## config.mk

```make
export PLATFORM = sky130hd
export DESIGN_NAME = tt_um_nicklausthompson_555_meter
export DESIGN_NICKNAME = d
export VERILOG_FILES = /design/src/rtl/meter555_pkg.sv /design/src/rtl/meter555_sync.sv /design/src/rtl/tt_um_nicklausthompson_555_meter.sv
export SDC_FILE = /design/constraint.sdc
export NUM_CORES = 1
export LEC_CHECK = 0
export CORE_MARGIN = 1.5
export CORE_UTILIZATION = 35
export DETAILED_ROUTE_END_ITERATION = 8
export PLACE_DENSITY = 0.59
export SLEW_MARGIN = 20
export SYNTH_ARGS = -nofsm -noshare
export SYNTH_HDL_FRONTEND = slang
export SYNTH_HIERARCHICAL = 1
export SYNTH_SLANG_ARGS = --single-unit
```

## constraint.sdc

```tcl
create_clock -name clk -period 2.2 [get_ports clk]
set_input_delay 0.22 -clock clk [delete_from_list [all_inputs] [get_ports clk]]
set_output_delay 0.22 -clock clk [all_outputs]
set_load 0.005 [all_outputs]
```

## src/rtl/meter555_pkg.sv

```systemverilog
// Shared constants and types for the 555 period / high-time meter.
package meter555_pkg;

    localparam int CNT_W = 16;

    localparam logic [CNT_W-1:0] CNT_MAX = {CNT_W{1'b1}};

    // IDLE waits for a first rise so a partial period is never reported.
    typedef enum logic [0:0] {
        IDLE = 1'b0,
        RUN  = 1'b1
    } state_e;

    localparam logic [1:0] SEL_PER_LO = 2'b00;
    localparam logic [1:0] SEL_PER_HI = 2'b01;
    localparam logic [1:0] SEL_HI_LO  = 2'b10;
    localparam logic [1:0] SEL_HI_HI  = 2'b11;

    localparam logic [7:0] UIO_OE_MASK = 8'h0F;

endpackage

```

## src/rtl/meter555_sync.sv

```systemverilog
// Two-flop synchroniser for the asynchronous 555 output, plus a delay flop
// used to detect rising edges of the synchronised level.
module meter555_sync (
    input  logic clk,
    input  logic rst_n,
    input  logic d,
    output logic q_s,
    output logic rise
);

    logic meta_q;
    logic sync_q;
    logic dly_q;

    // Synchroniser chain followed by the edge-detect delay flop.
    always_ff @(posedge clk or negedge rst_n) begin
        if (!rst_n) begin
            meta_q <= 1'b0;
            sync_q <= 1'b0;
            dly_q  <= 1'b0;
        end else begin
            meta_q <= d;
            sync_q <= meta_q;
            dly_q  <= sync_q;
        end
    end

    assign q_s  = sync_q;
    assign rise = sync_q & ~dly_q;

endmodule

```

## src/rtl/tt_um_nicklausthompson_555_meter.sv

```systemverilog
// Measures period and high time of the 555 output in clk cycles and exposes
// the latest published result one byte at a time.
module tt_um_nicklausthompson_555_meter
    import meter555_pkg::*;
(
    input  logic       clk,
    input  logic       rst_n,
    input  logic       ena,
    input  logic [7:0] ui_in,
    output logic [7:0] uo_out,
    input  logic [7:0] uio_in,
    output logic [7:0] uio_out,
    output logic [7:0] uio_oe,
    inout  wire  [3:0] ua
);

    logic       osc_s;
    logic       rise;
    logic [1:0] sel;
    logic       freeze;

    state_e           state_q, state_d;
    logic [CNT_W-1:0] cnt_p_q, cnt_p_d;
    logic [CNT_W-1:0] cnt_h_q, cnt_h_d;
    logic [CNT_W-1:0] per_q, per_d;
    logic [CNT_W-1:0] hi_q, hi_d;
    logic             valid_q, valid_d;
    logic             ovf_q, ovf_d;

    logic unused_ok;

    assign sel    = ui_in[2:1];
    assign freeze = ui_in[3];

    assign unused_ok = &{1'b0, ena, ui_in[7:4], uio_in, ua};

    meter555_sync u_sync (
        .clk   (clk),
        .rst_n (rst_n),
        .d     (ui_in[0]),
        .q_s   (osc_s),
        .rise  (rise)
    );

    // Next-state logic: counters, FSM and the freeze-gated publish registers.
    always_comb begin
        state_d = state_q;
        cnt_p_d = cnt_p_q;
        cnt_h_d = cnt_h_q;
        per_d   = per_q;
        hi_d    = hi_q;
        valid_d = valid_q;
        ovf_d   = ovf_q;

        case (state_q)
            IDLE: begin
                if (rise) begin
                    cnt_p_d = CNT_W'(1);
                    cnt_h_d = CNT_W'(1);
                    state_d = RUN;
                end
            end
            RUN: begin
                if (rise) begin
                    // A rise wins over a simultaneous overflow.
                    if (!freeze) begin
                        per_d   = cnt_p_q;
                        hi_d    = cnt_h_q;
                        valid_d = 1'b1;
                        ovf_d   = 1'b0;
                    end
                    cnt_p_d = CNT_W'(1);
                    cnt_h_d = CNT_W'(1);
                end else if (cnt_p_q == CNT_MAX) begin
                    // Period too long (or oscillator stopped): report saturation.
                    if (!freeze) begin
                        per_d = CNT_MAX;
                        hi_d  = cnt_h_q;
                        ovf_d = 1'b1;
                    end
                    cnt_p_d = '0;
                    cnt_h_d = '0;
                    state_d = IDLE;
                end else begin
                    cnt_p_d = cnt_p_q + CNT_W'(1);
                    cnt_h_d = cnt_h_q + CNT_W'(osc_s);
                end
            end
            default: begin
                state_d = IDLE;
                cnt_p_d = '0;
                cnt_h_d = '0;
            end
        endcase
    end

    // State, counter and result registers.
    always_ff @(posedge clk or negedge rst_n) begin
        if (!rst_n) begin
            state_q <= IDLE;
            cnt_p_q <= '0;
            cnt_h_q <= '0;
            per_q   <= '0;
            hi_q    <= '0;
            valid_q <= 1'b0;
            ovf_q   <= 1'b0;
        end else begin
            state_q <= state_d;
            cnt_p_q <= cnt_p_d;
            cnt_h_q <= cnt_h_d;
            per_q   <= per_d;
            hi_q    <= hi_d;
            valid_q <= valid_d;
            ovf_q   <= ovf_d;
        end
    end

    // Byte select from the published results.
    always_comb begin
        uo_out = per_q[7:0];
        case (sel)
            SEL_PER_LO: uo_out = per_q[7:0];
            SEL_PER_HI: uo_out = per_q[15:8];
            SEL_HI_LO:  uo_out = hi_q[7:0];
            SEL_HI_HI:  uo_out = hi_q[15:8];
            default:    uo_out = per_q[7:0];
        endcase
    end

    assign uio_out = {4'b0000, rise, osc_s, ovf_q, valid_q};
    assign uio_oe  = UIO_OE_MASK;

endmodule
```

* Yosys cells after proc, flatten, opt, wreduce, memory -nomap -nowiden
Cells that the tools add are included.
** Operators by class
- Add/subtract/negate cells :: 2
- Eq/ne operators :: 7
- Mux-type cells :: 23
- Bitwise gates (word level) :: 4
- Reductions and logical operators :: 5
** Operators with widths (count)
- 16-bit 2-to-1 mux :: 12
- 16-bit case mux with 2 select lines :: 2
- 8-bit case mux with 4 select lines :: 1
- 16-bit by 1-bit adder with 16-bit output :: 1
- 16-bit by 1-bit adder with 16-bit output, second input constant :: 1
- 16-bit == test, second input constant :: 1
- 1-bit 2-to-1 mux :: 7
- 2-bit inequality test, second input constant :: 3
- 2-bit == test, second input constant :: 2
- 4-bit AND reduction :: 1
- 1-bit inverter :: 3
- 3-bit AND reduction :: 1
- 2-bit by 1-bit == test with 1-bit output, second input constant :: 1
- 2-bit logical NOT :: 1
- 1-bit case mux with 2 select lines :: 1
- 2-bit AND reduction :: 1
- 2-bit nonzero test :: 1
- 1-bit AND :: 1
** Word-level totals
- Flip-flop bits (word level) :: 70

* Depth between registers and ports, before layout
- Word-level depth :: 4
- Mapped depth :: 8
- Gate-level depth less buffers :: 5

* By module
The synthesis kept the hierarchy.
** By module, submodules not included
- tt_um_nicklausthompson_555_meter :: instances 1, cells an instance 309, area each 3462.1 µm², seq. area each 1676.6 µm²
- meter555_sync :: instances 1, cells an instance 4, area each 88.8 µm², seq. area each 75.1 µm²

* Worst setup path after synthesis
Ideal clock, no wire load.
- Path kind :: reg-to-reg
- Start point :: register cnt_p_q[0]
- End point :: register hi_q[10]
- Library setup time :: 0.125 ns
- Arrival time :: 1.811 ns
- Slack :: 0.264 ns
- Stages on the path, launching flop included :: 7
- Buffers on the path :: 1
- Clock period less this slack :: 1.936 ns
- Cells stage by stage :: dfrtp_1 > ha_1 > nand4_1 > nor4_4 > o21a_1 > buf_4 > mux2_2
** On the way
- Longest elaborated chain between the ends :: 3
** RTL lines
- from (decl) :: line tt_um_nicklausthompson_555_meter.sv:23 : logic [CNT_W-1:0] cnt_p_q, cnt_p_d;
- from (signal assigned) :: line tt_um_nicklausthompson_555_meter.sv:109 : cnt_p_q <= cnt_p_d;
- 16-bit == test :: line tt_um_nicklausthompson_555_meter.sv:74 : end else if (cnt_p_q == CNT_MAX) begin
- 2-bit nonzero test (no line)
- 2-bit AND reduction (no line)
- to (signal assigned) :: line tt_um_nicklausthompson_555_meter.sv:112 : hi_q <= hi_d;
- to (decl) :: line tt_um_nicklausthompson_555_meter.sv:26 : logic [CNT_W-1:0] hi_q, hi_d;
No other way between the ends.
A chain may end at the register's enable or synchronous reset.

* Worst setup path after layout
- Start point :: input ui_in[1]
- End point :: output uo_out[0]
** On the way
- Longest elaborated chain between the ends :: 2
- Elaborated cells on any way between the ends :: 5
- Those cells by class :: eq/ne: 3; mux: 1; reduce/logical: 1
** RTL lines
- from (decl) :: line tt_um_nicklausthompson_555_meter.sv:9 : input logic [7:0] ui_in,
- 2-bit == test (tied with other cells) :: line tt_um_nicklausthompson_555_meter.sv:121 : case (sel)
- 8-bit case mux with 4 select lines * :: line tt_um_nicklausthompson_555_meter.sv:121
- to (decl) :: line tt_um_nicklausthompson_555_meter.sv:10 : output logic [7:0] uo_out,
Mark *: on every way between the ends. The rest lies on a longest branch, timed or not.

==> run metrics <==
status finished, final reports clean; dpl hpwl 5790 um; final setup vio count 0; final WL 8230 um; RSZ-0062 raised after global routing no; initial core utilization 0.362; critical path, cell by cell clkdlybuf4s50_1 > buf_12 > mux4_2 > clkdlybuf4s50_1; endpoint class of the critical path primary output; IO buf count 17; Final #Nets approximately 370; WL per Instance roughly 17 um; Peak VDD IR roughly 360 uV; Post-synth top flop dfrtp_1; vias in the first global route around 2400; met1 wire length between 3000 and 4000 um; Power, Total 3090 uW; Fmax achieved around 480 MHz; CTS Sinks 70; Critical Path Start Type primary input; CP max stage cell mux4_2; post-synthesis sequential area ratio 0.493; CTS Buf Count 9; commonest cells in the netlist dfrtp_1, buf_4, nand2_1; endpoints left unconstrained 4; largest net degree at the start of global routing 71; hold violation total from the final report 0; grt ovf 0; Leak ~0.0018 uW; Synth Register Bits 70; largest stage delay on the critical path 0.52 ns; Hold WC Path Type primary input to flop; synth top area cells dfrtp_1, mux4_2, buf_4, o22a_1, mux2_1; gp weighted congestion between 0.8 and 0.9; Cells after Synth 313; row cnt 36; initial antenna violation count 0; P per Cell Area ~760 mW/mm2; number of synthesized flops with an enable pin 0; clk_lat worst skew 0.35 ns; vias about 2600; GRT Util Overall 0.160; synth unique cells 54; area of the mapped netlist approximately 0.0036 mm2; worst path arrival time 1.86 ns; max-cap violations 0; post-synthesis async set-or-reset flop share 1.00; CTS root buf clkbuf_8; Initial DRT Pass Iterations 4; DRC violations left 0; share of layout cells above drive strength 1 0.183; largest area contributor in the netlist dfrtp_1; Die W just over 100 um; Critical Path RT 1.98 ns; Tcrit/Tclk final 0.945; die area 0.0108 mm2; CTS H-tree depth 3; first-pass GRT wire length roughly 14000 um; top-area cell type share of the netlist area 0.493; routed vias/inst 5.40; Post-Syn Area per Cell between 10 and 15 um2; setup TNS 0 ns; met2 WL about 4000 um; kind of critical path primary input to primary output; Layout Skew between 0.01 and 0.015 ns; Most common cell on crit path clkdlybuf4s50_1; Core Box Area 0.00982 mm2; initial DRC count 148; Post-DRT Antenna Nets 0; most frequent cell after synthesis dfrtp_1; met3 wire length about 400 um; Highest Signal Layer met4; area grow syn2layout 15.0%; antenna diode count 0; Max clock buf depth 2; I/O pin total 47; Critical Path Fanout Max 8; CTS tree built; Tmin final ~2.1 ns; Slew Limit Fails 0; Die Y between 100 and 150 um; yosys warns 6; Reg clk slew, reported paths about 0.070 ns
-- repair_timing --
action                                  4_1_cts  5_1_grt
hold buffers                                  1        0
endpoints found under the setup margin        0        1
endpoints found under the hold margin        70        0
setup buffers                                 0        1
gates resized for setup                       0        0
-- where the power goes --
group	switching, uW	internal, uW	total (uW)
Clock	473	434	908
Sequential	148	1460	1600
Combinational	262	321	582
Total	883	2210	3090
-- path summary, 6_finish.rpt --
check / start / end / slack (ns) / cells after the start
max: ui_in[1] / uo_out[0] / 0.12 / 4
min: ui_in[0] / u_sync/meta_q$_DFF_PN0_ / 0.31 / 1
max reg2reg: cnt_p_q[12]$_DFFE_PN0P_ / hi_q[10]$_DFFE_PN0P_ / 0.17 / 5
min reg2reg: u_sync/meta_q$_DFF_PN0_ / u_sync/q_s$_DFF_PN0_ / 0.35 / 0
max in group asynchronous: rst_n / cnt_p_q[0]$_DFFE_PN0P_ / 1.45 / 3
min in group asynchronous: rst_n / cnt_p_q[6]$_DFFE_PN0P_ / 0.41 / 3
-- through the flow --
step | area, um2 | setup slack [ns] | hold slack [ns] | utilization | cells
finish | 4080 | 0.121 | 0.307 | 0.416 | 478
global route | 4080 | 0.00703 | 0.300 | 0.416 | 478
CTS | 4080 | 0.00571 | 0.290 | 0.415 | 477
detailed placement | 3900 | 0.104 | 0.276 | 0.397 | 461
global placement | 3900 | 0.111 | 0.278 | 0.397 | 461
floorplan | 3590 | 0.264 | -0.0756 | - | 323
-- layer usage --
layer  vias up  GRT usage
li1       1218          -
met1      1296      0.224
met2        58      0.249
met3        10     0.0378
met4         0     0.0466
met5         -          0
-- cell families (layout without fill, tap and decap cells) --
| group | after synthesis | in the layout | share of synthesized area |
|---|---|---|---|
| simple gates | 87 | 87 | 0.146 |
| compound gates | 79 | 79 | 0.162 |
| flops | 70 | 70 | 0.493 |
| buf+inv | 45 | 67 | 0.0779 |
| mux | 24 | 24 | 0.101 |
| fa+ha+maj | 3 | 3 | 0.0106 |
| xor+xnor | 3 | 3 | 0.00740 |
| other cells | 2 | 12 | 0.00211 |
-- critical path: cells and delay by family --
| kind | cells | cell delay (ns) |
|---|---|---|
| buf+inv | 3 | 1.12 |
| mux | 1 | 0.52 |
-- layout make-up --
cell class              count  area, um2
clock inverters             3       21.3
clock buffers              12        145
repair buffers             44        408
fillers                  1000       5740
inverters                   8       30.0
flip-flops and latches     70       1750
well taps                 133        166
multi-input cells         208       1560
-- registers in the layout (all words and copies together) (netlist names), 16 cells and up --
register / cells
cnt_h_q: 16
cnt_p_q: 16
hi_q: 16
per_q: 16
-- layout by cell type, fill, tap and decap left out, types with 4 or more instances in the layout --
master / instances
mux2_1: 9
a22o_1: 4
nor2_1: 11
mux2_2: 7
dfrtp_1: 70
nor3_1: 6
o22a_1: 16
nand3_1: 9
a41oi_1: 5
buf_4: 23
mux4_2: 8
nand2_1: 19
clkbuf_8: 10
a31oi_1: 12
inv_1: 8
nor4_1: 4
nand2b_1: 5
conb_1: 12
clkdlybuf4s50_1: 16
nand4_1: 13
o21ai_0: 10
or4_1: 4
a21oi_1: 14
No activity file was read; power rests on OpenSTA's default activity.
